--- config.mk ---
export PLATFORM = sky130hd
export DESIGN_NAME = move_validator
export DESIGN_NICKNAME = d
export VERILOG_FILES = /design/src/rtl/othello_pkg.sv /design/src/rtl/move_validator.sv
export SDC_FILE = /design/constraint.sdc
export NUM_CORES = 1
export LEC_CHECK = 0
export CORE_UTILIZATION = 40
export CTS_BUF_LIST = sky130_fd_sc_hd__clkbuf_4 sky130_fd_sc_hd__clkbuf_8
export DETAILED_ROUTE_END_ITERATION = 10
export PLACE_DENSITY_LB_ADDON = 0.3
export SLEW_MARGIN = 40
export SYNTH_ARGS = -nofsm -noshare
export SYNTH_HDL_FRONTEND = slang
export SYNTH_SLANG_ARGS = --single-unit
--- constraint.sdc ---
create_clock -name clock -period 2.4 [get_ports clock]
set_input_delay 0.48 -clock clock [delete_from_list [all_inputs] [get_ports clock]]
set_output_delay 0.48 -clock clock [all_outputs]
set_load 0.01 [all_outputs]
--- src/rtl/othello_pkg.sv ---
// Shared Othello definitions for the move datapath, validator and flip stage.
// Board RAM is a 10-wide walled layout: address = 11 + 10*row + col.
package othello_pkg;

   localparam int BOARD_W = 10;

   typedef enum logic [1:0] {
      CELL_NULL  = 2'b00,
      CELL_BLACK = 2'b01,
      CELL_WHITE = 2'b10,
      CELL_WALL  = 2'b11
   } cell_e;

   // Ray step per direction index d = 0..7 (NW, N, NE, W, E, SW, S, SE)
   localparam logic signed [7:0] DIR_OFF [8] = '{
      8'(-(BOARD_W + 1)), 8'(-BOARD_W), 8'(-(BOARD_W - 1)), -8'sd1,
      8'sd1, 8'(BOARD_W - 1), 8'(BOARD_W), 8'(BOARD_W + 1)
   };

   typedef enum logic [2:0] {
      ST_IDLE,
      ST_TGT_EVAL,
      ST_DIR_ISSUE,
      ST_DIR_EVAL,
      ST_NEXT_DIR,
      ST_DONE
   } state_e;

   function automatic cell_e own_code(input logic player);
      return player ? CELL_WHITE : CELL_BLACK;
   endfunction

   function automatic cell_e opp_code(input logic player);
      return player ? CELL_BLACK : CELL_WHITE;
   endfunction

endpackage

--- src/rtl/move_validator.sv ---
// Checks an Othello move by scanning all 8 rays through the board RAM read port.
// Reports a one-cycle valid/invalid pulse and a held per-direction bracket mask.
module move_validator
   import othello_pkg::*;
#(
   parameter int ADDR_W = 7
) (
   input  logic              clock,
   input  logic              reset,
   input  logic              start,
   input  logic [ADDR_W-1:0] s_addr,
   input  logic              player,
   output logic [ADDR_W-1:0] rd_addr,
   input  logic [1:0]        rd_data,
   output logic              busy,
   output logic              mv_valid,
   output logic              mv_invalid,
   output logic [7:0]        dir_mask
);

   state_e            state_q;
   logic [ADDR_W-1:0] tgt_q;
   logic [ADDR_W-1:0] cur_q;
   logic              player_q;
   logic [2:0]        dir_q;
   logic [3:0]        n_q;
   logic [ADDR_W-1:0] rd_addr_q;
   logic              busy_q;
   logic              mv_valid_q;
   logic              mv_invalid_q;
   logic [7:0]        dir_mask_q;

   logic [ADDR_W-1:0] off_w;
   logic [ADDR_W-1:0] step_d;
   cell_e             cell_w;

   // The first step of a ray starts from the target; later steps from the last cell read.
   assign off_w  = ADDR_W'(DIR_OFF[dir_q]);
   assign step_d = ((n_q == 4'd0) ? tgt_q : cur_q) + off_w;
   assign cell_w = cell_e'(rd_data);

   always_ff @(posedge clock) begin
      if (!reset) begin
         state_q      <= ST_IDLE;
         tgt_q        <= '0;
         cur_q        <= '0;
         player_q     <= 1'b0;
         dir_q        <= 3'd0;
         n_q          <= 4'd0;
         rd_addr_q    <= '0;
         busy_q       <= 1'b0;
         mv_valid_q   <= 1'b0;
         mv_invalid_q <= 1'b0;
         dir_mask_q   <= 8'd0;
      end else begin
         mv_valid_q   <= 1'b0;
         mv_invalid_q <= 1'b0;
         case (state_q)
            ST_IDLE: begin
               if (start) begin
                  tgt_q      <= s_addr;
                  player_q   <= player;
                  rd_addr_q  <= s_addr;
                  dir_mask_q <= 8'd0;
                  busy_q     <= 1'b1;
                  state_q    <= ST_TGT_EVAL;
               end
            end
            ST_TGT_EVAL: begin
               if (cell_w != CELL_NULL) begin
                  busy_q  <= 1'b0;
                  state_q <= ST_DONE;
               end else begin
                  dir_q   <= 3'd0;
                  n_q     <= 4'd0;
                  state_q <= ST_DIR_ISSUE;
               end
            end
            ST_DIR_ISSUE: begin
               cur_q     <= step_d;
               rd_addr_q <= step_d;
               n_q       <= n_q + 4'd1;
               state_q   <= ST_DIR_EVAL;
            end
            ST_DIR_EVAL: begin
               if (cell_w == opp_code(player_q)) begin
                  state_q <= ST_DIR_ISSUE;
               end else begin
                  // Own piece brackets only if at least one opponent lies between.
                  if (cell_w == own_code(player_q) && n_q >= 4'd2) begin
                     dir_mask_q[dir_q] <= 1'b1;
                  end
                  state_q <= ST_NEXT_DIR;
               end
            end
            ST_NEXT_DIR: begin
               if (dir_q == 3'd7) begin
                  busy_q  <= 1'b0;
                  state_q <= ST_DONE;
               end else begin
                  dir_q   <= dir_q + 3'd1;
                  n_q     <= 4'd0;
                  state_q <= ST_DIR_ISSUE;
               end
            end
            ST_DONE: begin
               mv_valid_q   <= |dir_mask_q;
               mv_invalid_q <= ~|dir_mask_q;
               state_q      <= ST_IDLE;
            end
            default: state_q <= ST_IDLE;
         endcase
      end
   end

   assign rd_addr    = rd_addr_q;
   assign busy       = busy_q;
   assign mv_valid   = mv_valid_q;
   assign mv_invalid = mv_invalid_q;
   assign dir_mask   = dir_mask_q;

endmodule

---- Word-level counts from Yosys, hierarchy flattened ----
Memories as Yosys holds them, arrays and structs flattened.
Cells that the tools add are included.
operators by class
  add/sub/neg operators ................... 3
  order comparisons ....................... 4
  equal/unequal tests ..................... 15
  multiplexer cells ....................... 28
  bitwise operators ....................... 2
  reduce and logical (&&, ||, !) cells .... 19
operators by type and width
  operator                                              count
  two-way mux 7 bit                                     4
  two-way mux 8 bit                                     3
  two-way mux 3 bit                                     6
  case mux 8 bit (2 select lines)                       1
  case mux 3 bit (5 select lines)                       1
  inequality test 2 bit (second input constant)         7
  case mux 7 bit (2 select lines)                       1
  case mux 4 bit (3 select lines)                       1
  equality test 3 bit (second input constant)           3
  two-way mux 4 bit                                     2
  OR 8 bit                                              1
  AND reduction 4 bit                                   2
  nonzero test 2 bit                                    4
  OR reduction 8 bit                                    1
  adder 7 bit                                           1
  equality test 3 x 2 -> 1 bit (second input constant)  2
  case mux 3 bit (2 select lines)                       1
  AND reduction 2 bit                                   3
  AND reduction 3 bit                                   2
  nonzero test 3 bit                                    2
  adder 4 x 1 -> 4 bit (second input constant)          1
  equality test 2 bit                                   2
  >= comparator 4 x 2 -> 1 bit (second input constant)  1
  >= comparator 4 bit (second input constant)           1
  13 further kinds                                      18
word-level totals
  bits in registers ....................... 43
  bits in read-only memories .............. 64
  input bits .............................. 13
  word-level logic and storage cells ...... 83
  memories ................................ 1
memories
  memory           depth  bits a word  rd ports  clocked after memory_dff  wr ports  RTL line              RTL
  (no name shown)  8      8            1         0                         0         move_validator.sv:38  assign off_w = ADDR_W'(DIR_OFF[dir_q]);

---- Logic depth before layout (Yosys ltp) ----
Gate-level depths: netlist (run 1).
  word-level depth ........................ 8
  depth in mapped cells ................... 12
  depth with buffers taken out ............ 12

---- Worst setup path before layout (run 1) ----
Ideal clock, no wire load.
  path type ............................... register to register
  from .................................... register n_q[0]
  to ...................................... register rd_addr_q[6], in the netlist rd_addr[6]
  setup time .............................. 0.086 ns
  arrival time ............................ 2.543 ns
  required time ........................... 2.314 ns
  path slack .............................. -0.230 ns
  stages on the path, launching flop included .. 13
  buffers on the path ..................... 0
  clock period less this slack ............ 2.630 ns
  cells stage by stage .................... dfxtp_1 inv_1 ha_1 nor3b_4 mux2_2 ha_1 inv_1 fa_1 nor2b_1 o21a_1 a311oi_1 xnor2_1 a221oi_2
on the way
  cells in the longest elaborated chain, start to end .. 4
RTL lines
  element                          RTL line              RTL
  start: declaration               move_validator.sv:26  logic [3:0] n_q;
  start signal: assignment         move_validator.sv:82  n_q <= n_q + 4'd1;
  logical NOT 4 bit                move_validator.sv:39  assign step_d = ((n_q == 4'd0) ? tgt_q : cur_q) + off_w;
  two-way mux 7 bit                move_validator.sv:39
  adder 7 bit                      move_validator.sv:39
  case mux 7 bit (2 select lines)  move_validator.sv:58  case (state_q)
  end signal: assignment           move_validator.sv:63  rd_addr_q <= s_addr;
  end signal: assignment           move_validator.sv:81  rd_addr_q <= step_d;
  end: declaration                 move_validator.sv:27  logic [ADDR_W-1:0] rd_addr_q;
Every way passes these cells.
A chain may end at the register's enable or synchronous reset.

---- Final worst setup path (run 1) ----
  from .................................... register n_q[1]
  to ...................................... register rd_addr_q[6], in the netlist rd_addr[6]
The elaborated chain is that of the path after synthesis.

==> flow_metrics.py, run 1 <==
metrics = {
    "outcome": {
        "outcome": "finished with violations",
        "violations": "setup timing",
    },
    "yosys": {
        "synth_ff_type": "dfxtp_1",
        "synth_cell_type_count": 48,
        "synth_area_leaders": "dfxtp_1 (40%), ha_1 (8.2%), nand2_1 (7.4%), a21oi_1 (5.9%), nor2_1 (3.3%)",
        "ys_warn_count": 0,
        "synthArstFlopShare": 0,
        "syn-num-nets": 275,
        "synth-edff-count": 0,
        "synth_top_area_cell": "dfxtp_1",
        "syn_area_um2": 2140,
        "synth_area_per_cell_um2": 8.66,
        "yosys.area.top_type_share": 0.403,
        "syn_inst": 247,
        "seq_area_frac_synth": 0.403,
        "synth_seq_cells": 43,
    },
    "global_routing": {
        "grt_max_degree": 15,
        "grt_pass1_vias": 1733,
        "track_usage": 0.197,
        "grt_pass1_wl_um": 8200,
        "antenna_found_initial": 0,
        "overflow": 0,
    },
    "pwr": {
        "total_power_mw": 1.66,
        "cellLeakagePower_nw": 1.13,
        "power_density_nw_per_um2": 570,
        "vdd_drop_max_uv": 380,
    },
    "finish": {
        "antenna_cells": 0,
        "drive_above_1_share": 0.208,
        "layout.nets": 330,
        "final_util": 0.567,
        "syn2layout_area_growth_pct": 36.4,
    },
    "floorplanning": {
        "die_h_um": 75.1,
        "dieArea_um2": 5640,
        "io_pins": 31,
        "initial_core_util": 0.416,
        "rows": 26,
        "die_x_um": 75.1,
        "design.core.area_um2": 5140,
    },
    "timing": {
        "fin_skew_ps": 3.52,
        "final.setup.worst_slack_ps": -76.5,
        "fmax_mhz": 404,
        "fin_crit_ps": 2480,
        "rsz0062_at_grt": "yes",
        "slew_headroom": 0.638,
        "fin_crit_sh": 1.03,
        "worst_pin_slew_ps": 535,
        "finalSetupViolations": 3,
        "drv_slew": 0,
        "hold_violations": 0,
    },
    "routing": {
        "firstDrtPassIters": 4,
        "routed_wl_um": 4960,
        "antenna_left": 0,
        "num_vias": 1905,
        "detail_route.wl_per_cell_um": 13.3,
        "drt_iter0_drc": 138,
        "drcViolationCount": 0,
        "via_per_inst": 5.11,
    },
    "clocking": {
        "ctsHoldBuffers": 0,
        "cts-buffers-inserted": 5,
        "clockRootBuffer": "clkbuf_8",
        "tritoncts": "yes",
        "clock_sinks": 43,
        "cts_buffer_depth": 2,
        "clk_pin_slew_ps": 80,
        "cts_max_level": 2,
        "worstSkewPairLatency_ps": 300,
    },
    "placement": {
        "gp_congestion": 0.783,
        "dp_hpwl_um": 3610,
        "portBuffers": 30,
    },
    "critical_path": {
        "cp.required_ps": 2620,
        "worstSetupPathType": "reg2reg",
        "max_stage_delay_ps": 330,
        "start_kind": "flop",
        "critical_path_arrival_ps": 2700,
        "crit_slowest_cell": "dfxtp_2",
        "ff2ff_setup_slack_ps": -80,
        "path_buf_inv": 3,
        "cp-end-kind": "flop",
        "crit_family": "compound AO/OA/AOI/OAI gates",
        "cp_cell_sequence": "inv_2, ha_4, nor3b_4, buf_6, mux2_4, ha_4, inv_2, fa_2, nor2b_1, o21a_1, a311oi_2, xnor2_1, a221oi_2",
        "crit_fanout": 3,
    },
    "job": {
        "cap_viol_max_count": 0,
    },
    "worst_hold_path": {
        "hp-class": "reg2reg",
    },
}
through the flow:
stage / hold slack, ps / setup WS [ps] / instances / TNS (ps) / instance area, µm²
3_3_place_gp: 450 / -87.9 / 364 / -125 / 2730
4_1_cts: 464 / -81.8 / 372 / -113 / 2850
3_5_place_dp: 453 / -135 / 364 / -266 / 2730
5_1_grt: 485 / -211 / 373 / -724 / 2920
2_1_floorplan: 432 / -114 / 247 / -238 / 2180
6_report: 464 / -76.5 / 373 / -121 / 2920
worst min-delay path, cell delays in order (launching register included):
cell	delay [ps]
dfxtp_1	320
nand2_1	50
a21oi_1	50
synthesized netlist by cell type, drive strengths merged, types with 5 or more instances:
library cell,n
inv,9
ha,14
a21oi,25
mux2,6
nand2,42
dfxtp,43
o21ai,7
nor2,19
nor3b,5
clkbuf,8
worst paths after layout:
| kind | start | to | cells past startpoint |
|---|---|---|---|
| worst max-delay path | n_q[1] | rd_addr[6] | 13 |
| worst max register to register | n_q[1] | rd_addr[6] | 13 |
| worst min register to register | cur_q[0] | cur_q[0] | 2 |
| worst min-delay path | cur_q[0] | cur_q[0] | 2 |
sequential cells by signal (all words and copies together) (netlist names):
signal and flops:
rd_addr 7, player_q 1, n_q 4, busy 1
dir_mask 8, mv_valid 1, mv_invalid 1, tgt_q 7
dir_q 3, cur_q 7, state_q 3
what timing repair did:
action | CTS | global route
setup buffers | 0 | 1
pin swaps | 3 | 11
endpoints found under the setup margin | 6 | 8
resized for setup | 3 | 11
metal layers:
layer	global-route usage	routed length, µm	vias up	share of wire
li1	-	-	979	-
met1	0.249	2350	882	0.47
met2	0.310	2380	38	0.48
met3	0.0562	178	6	0.036
met4	0.0943	54	0	0.011
met5	0	0	-	0
power by group:
part	leakage (nW)	internal [mW]	switching [mW]	total (mW)
logic	0.728	0.177	0.175	0.352
clock network	0.0549	0.274	0.247	0.521
registers	0.351	0.755	0.0359	0.791
layout by cell type, fill, tap and decap left out, types with 2 or more instances in the layout:
master	synthesis	final
mux2i_1	3	2
mux2_2	6	3
buf_6	0	2
nor4b_1	2	2
a311oi_2	0	2
clkbuf_8	0	7
buf_4	1	26
or3_1	2	2
clkdlybuf4s50_1	0	30
nor3b_1	4	4
nand3b_1	3	3
xnor2_1	4	4
nor4_1	3	3
inv_2	0	3
a21o_1	2	2
a22oi_1	2	2
a32o_1	4	4
nand2b_1	2	2
o31ai_1	3	3
a21oi_2	0	2
nand2_1	42	42
nor2b_1	3	3
dfxtp_1	43	41
nand4_1	2	2
ha_4	0	4
ha_1	14	10
a21oi_1	25	23
dfxtp_2	0	2
xor2_1	2	2
a31oi_1	4	4
inv_1	9	6
nor2_1	19	19
and2_1	2	2
mux2_4	0	3
o21ai_0	7	6
nand3_1	4	3
kinds of logic (layout without fill, tap and decap cells):
group | after synthesis | after routing | share of synthesized area
xor+xnor | 6 | 6 | 0.0246
flops | 43 | 43 | 0.403
simple gates | 96 | 96 | 0.222
fa+ha+maj | 15 | 15 | 0.0913
mux | 9 | 9 | 0.0456
compound gates | 58 | 58 | 0.177
buf+inv | 20 | 76 | 0.0374
cell type report:
cell class                 instances  area, µm²
fill                             509       2220
sequential                        43        863
tap                               70       87.6
clock buffer                       8        104
timing repair buffer              58        518
inverter                          10       37.5
multi-input combinational        184       1310
No activity file was read; power rests on OpenSTA's default activity.
==> inputs of run 2 (changes only) <==
--- a/config.mk
+++ b/config.mk
@@ -7,6 +7,7 @@
 export LEC_CHECK = 0
 export CORE_UTILIZATION = 40
 export CTS_BUF_LIST = sky130_fd_sc_hd__clkbuf_4 sky130_fd_sc_hd__clkbuf_8
+export CTS_CLUSTER_DIAMETER = 40
 export DETAILED_ROUTE_END_ITERATION = 10
 export PLACE_DENSITY_LB_ADDON = 0.3
 export SLEW_MARGIN = 40
==> results of run 2 <==
Same layout as run 1: the final DEF is identical, and so are final timing and power.
==> inputs of run 3 (changes only) <==
--- a/config.mk
+++ b/config.mk
@@ -14,3 +14,4 @@
 export SYNTH_ARGS = -nofsm -noshare
 export SYNTH_HDL_FRONTEND = slang
 export SYNTH_SLANG_ARGS = --single-unit
+export TNS_END_PERCENT = 50
==> run 3 against run 2 <==
Net effect: the flow still finishes with violations (setup timing); global-route usage fell by 0.21 points; die area did not move; non-clock buffer count rose by 2; final area fell by 0.47%; clock-buffer cell count fell by 2.
==> flow_metrics.py, run 3 (synthesis gave the netlist of run 1 again) <==
metrics = {
    "critical_path": {
        "critical_path_arrival_ps": 2710,
        "cp-end-kind": "flop",
        "start_kind": "flop",
        "cp.required_ps": 2620,
        "path_buf_inv": 3,
        "cp_cell_sequence": "inv_2, ha_4, nor3b_4, buf_6, mux2_4, ha_4, inv_2, fa_2, nor2b_1, o21a_1, a311oi_2, xnor2_1, a221oi_2",
        "crit_fanout": 6,
        "r2r-start": "n_q[1]",
        "worstSetupPathType": "reg2reg",
        "max_stage_delay_ps": 330,
        "crit_family": "compound AO/OA/AOI/OAI gates",
        "crit_slowest_cell": "dfxtp_2",
        "crit_start": "n_q[1]",
        "ff2ff_setup_slack_ps": -90,
    },
    "clocking": {
        "clockRootBuffer": "clkbuf_8",
        "cts_buffer_depth": 2,
        "cts-buffers-inserted": 5,
        "tritoncts": "yes",
        "clk_pin_slew_ps": 70,
        "ctsHoldBuffers": 0,
        "cts_max_level": 2,
        "worstSkewPairLatency_ps": 300,
        "clock_sinks": 43,
    },
    "routing": {
        "detail_route.wl_per_cell_um": 13.5,
        "num_vias": 1949,
        "drt_iter0_drc": 95,
        "drcViolationCount": 0,
        "antenna_left": 0,
        "via_per_inst": 5.21,
        "firstDrtPassIters": 4,
        "routed_wl_um": 5030,
    },
    "finish": {
        "layout_common_cells": "nand2_1 (42), dfxtp_1 (41), clkdlybuf4s50_1 (30), buf_4 (29), a21oi_1 (23)",
        "fillers": 520,
        "fin_cells": 374,
        "final_util": 0.565,
        "drive_above_1_share": 0.207,
        "largest_register_ffs": 8,
        "mostFrequentLayoutCell": "nand2_1",
        "syn2layout_area_growth_pct": 35.8,
        "antenna_cells": 0,
        "layout.nets": 332,
    },
    "timing": {
        "slew_headroom": 0.602,
        "hold_violations": 0,
        "holdWs_ps": 461,
        "final.setup.worst_slack_ps": -92.7,
        "timing.setup.tns_ps": -162,
        "drv_slew": 0,
        "worst_pin_slew_ps": 595,
        "fin_crit_sh": 1.04,
        "fin_skew_ps": 5.28,
        "fin_crit_ps": 2490,
        "fmax_mhz": 401,
        "rsz0062_at_grt": "yes",
        "finalSetupViolations": 4,
    },
    "pwr": {
        "power_density_nw_per_um2": 584,
        "swShare": 0.267,
        "pwr-share-clk": 0.328,
        "comb_power_share": 0.205,
        "cellLeakagePower_nw": 1.14,
        "pwr-share-seq": 0.467,
        "total_power_mw": 1.69,
        "p_int_mw": 1.24,
        "switchingPower_mw": 0.452,
        "vdd_drop_max_uv": 391,
    },
    "floorplanning": {
        "die_h_um": 75.1,
        "die_x_um": 75.1,
        "dieArea_um2": 5640,
        "rows": 26,
        "initial_core_util": 0.416,
        "io_pins": 31,
        "design.core.area_um2": 5140,
    },
    "placement": {
        "gp_congestion": 0.791,
        "dp_cells": 365,
        "dp_hpwl_um": 3700,
        "portBuffers": 30,
    },
    "global_routing": {
        "overflow": 0,
        "grt_pass1_wl_um": 8140,
        "grt_max_degree": 15,
        "grt_pass1_vias": 1764,
        "track_usage": 0.195,
        "antenna_found_initial": 0,
    },
    "outcome": {
        "violations": "setup timing",
        "outcome": "finished with violations",
    },
    "worst_hold_path": {
        "hp-class": "reg2reg",
        "worstHoldStart": "cur_q[0]",
    },
    "job": {
        "cap_viol_max_count": 0,
    },
}
[run 3: metrics by stage]
step / setup slack, ps / area, µm²
floorplan: -114 / 2180
global placement: -80.7 / 2740
detailed placement: -145 / 2740
CTS: -92.7 / 2880
global route: -195 / 2900
finish: -92.7 / 2900
[run 3: area by class of cell]
| cell class | count | area (µm²) | area share |
|---|---|---|---|
| Clock buffer | 6 | 76.3 | 0.0263 |
| Tap cell | 70 | 87.6 | 0.0302 |
| Clock inverter | 1 | 30.0 | 0.0103 |
| Inverter | 10 | 37.5 | 0.0129 |
| Sequential cell | 43 | 863 | 0.297 |
| Multi-Input combinational cell | 184 | 1280 | 0.441 |
| Timing Repair Buffer | 60 | 529 | 0.182 |
[run 3: tightest hold or removal path: stages, from the launching register on]
cell and delay [ps]:
dfxtp_1 310, nand2_1 50, a21oi_1 50
[run 3: layer usage]
metal  wire length (µm)  GRT usage
met1               2330      0.249
met2               2360      0.321
met3                244     0.0482
met4                102     0.0692
met5                  0          0
[run 3: power groups by stage]
stage / logic, mW / clock network [mW] / registers [mW]
global route: 0.386 / 0.596 / 0.797
global placement: 0.330 / 0 / 0.806
finish: 0.347 / 0.556 / 0.791
CTS: 0.341 / 0.567 / 0.790
detailed placement: 0.333 / 0 / 0.807
floorplan: 0.203 / 0 / 0.800
[run 3: path summary, 6_finish.rpt]
kind                end  cells after the start
min            cur_q[0]                      2
max          rd_addr[6]                     13
max reg2reg  rd_addr[6]                     13
min reg2reg    cur_q[0]                      2
[run 3: repair_timing]
action / CTS / global route
pin swaps: 6 / 2
gates resized for setup: 4 / 6
endpoints found under the hold margin: 0 / 0
endpoints found under the setup margin: 6 / 9
buffers inserted: 1 / 1
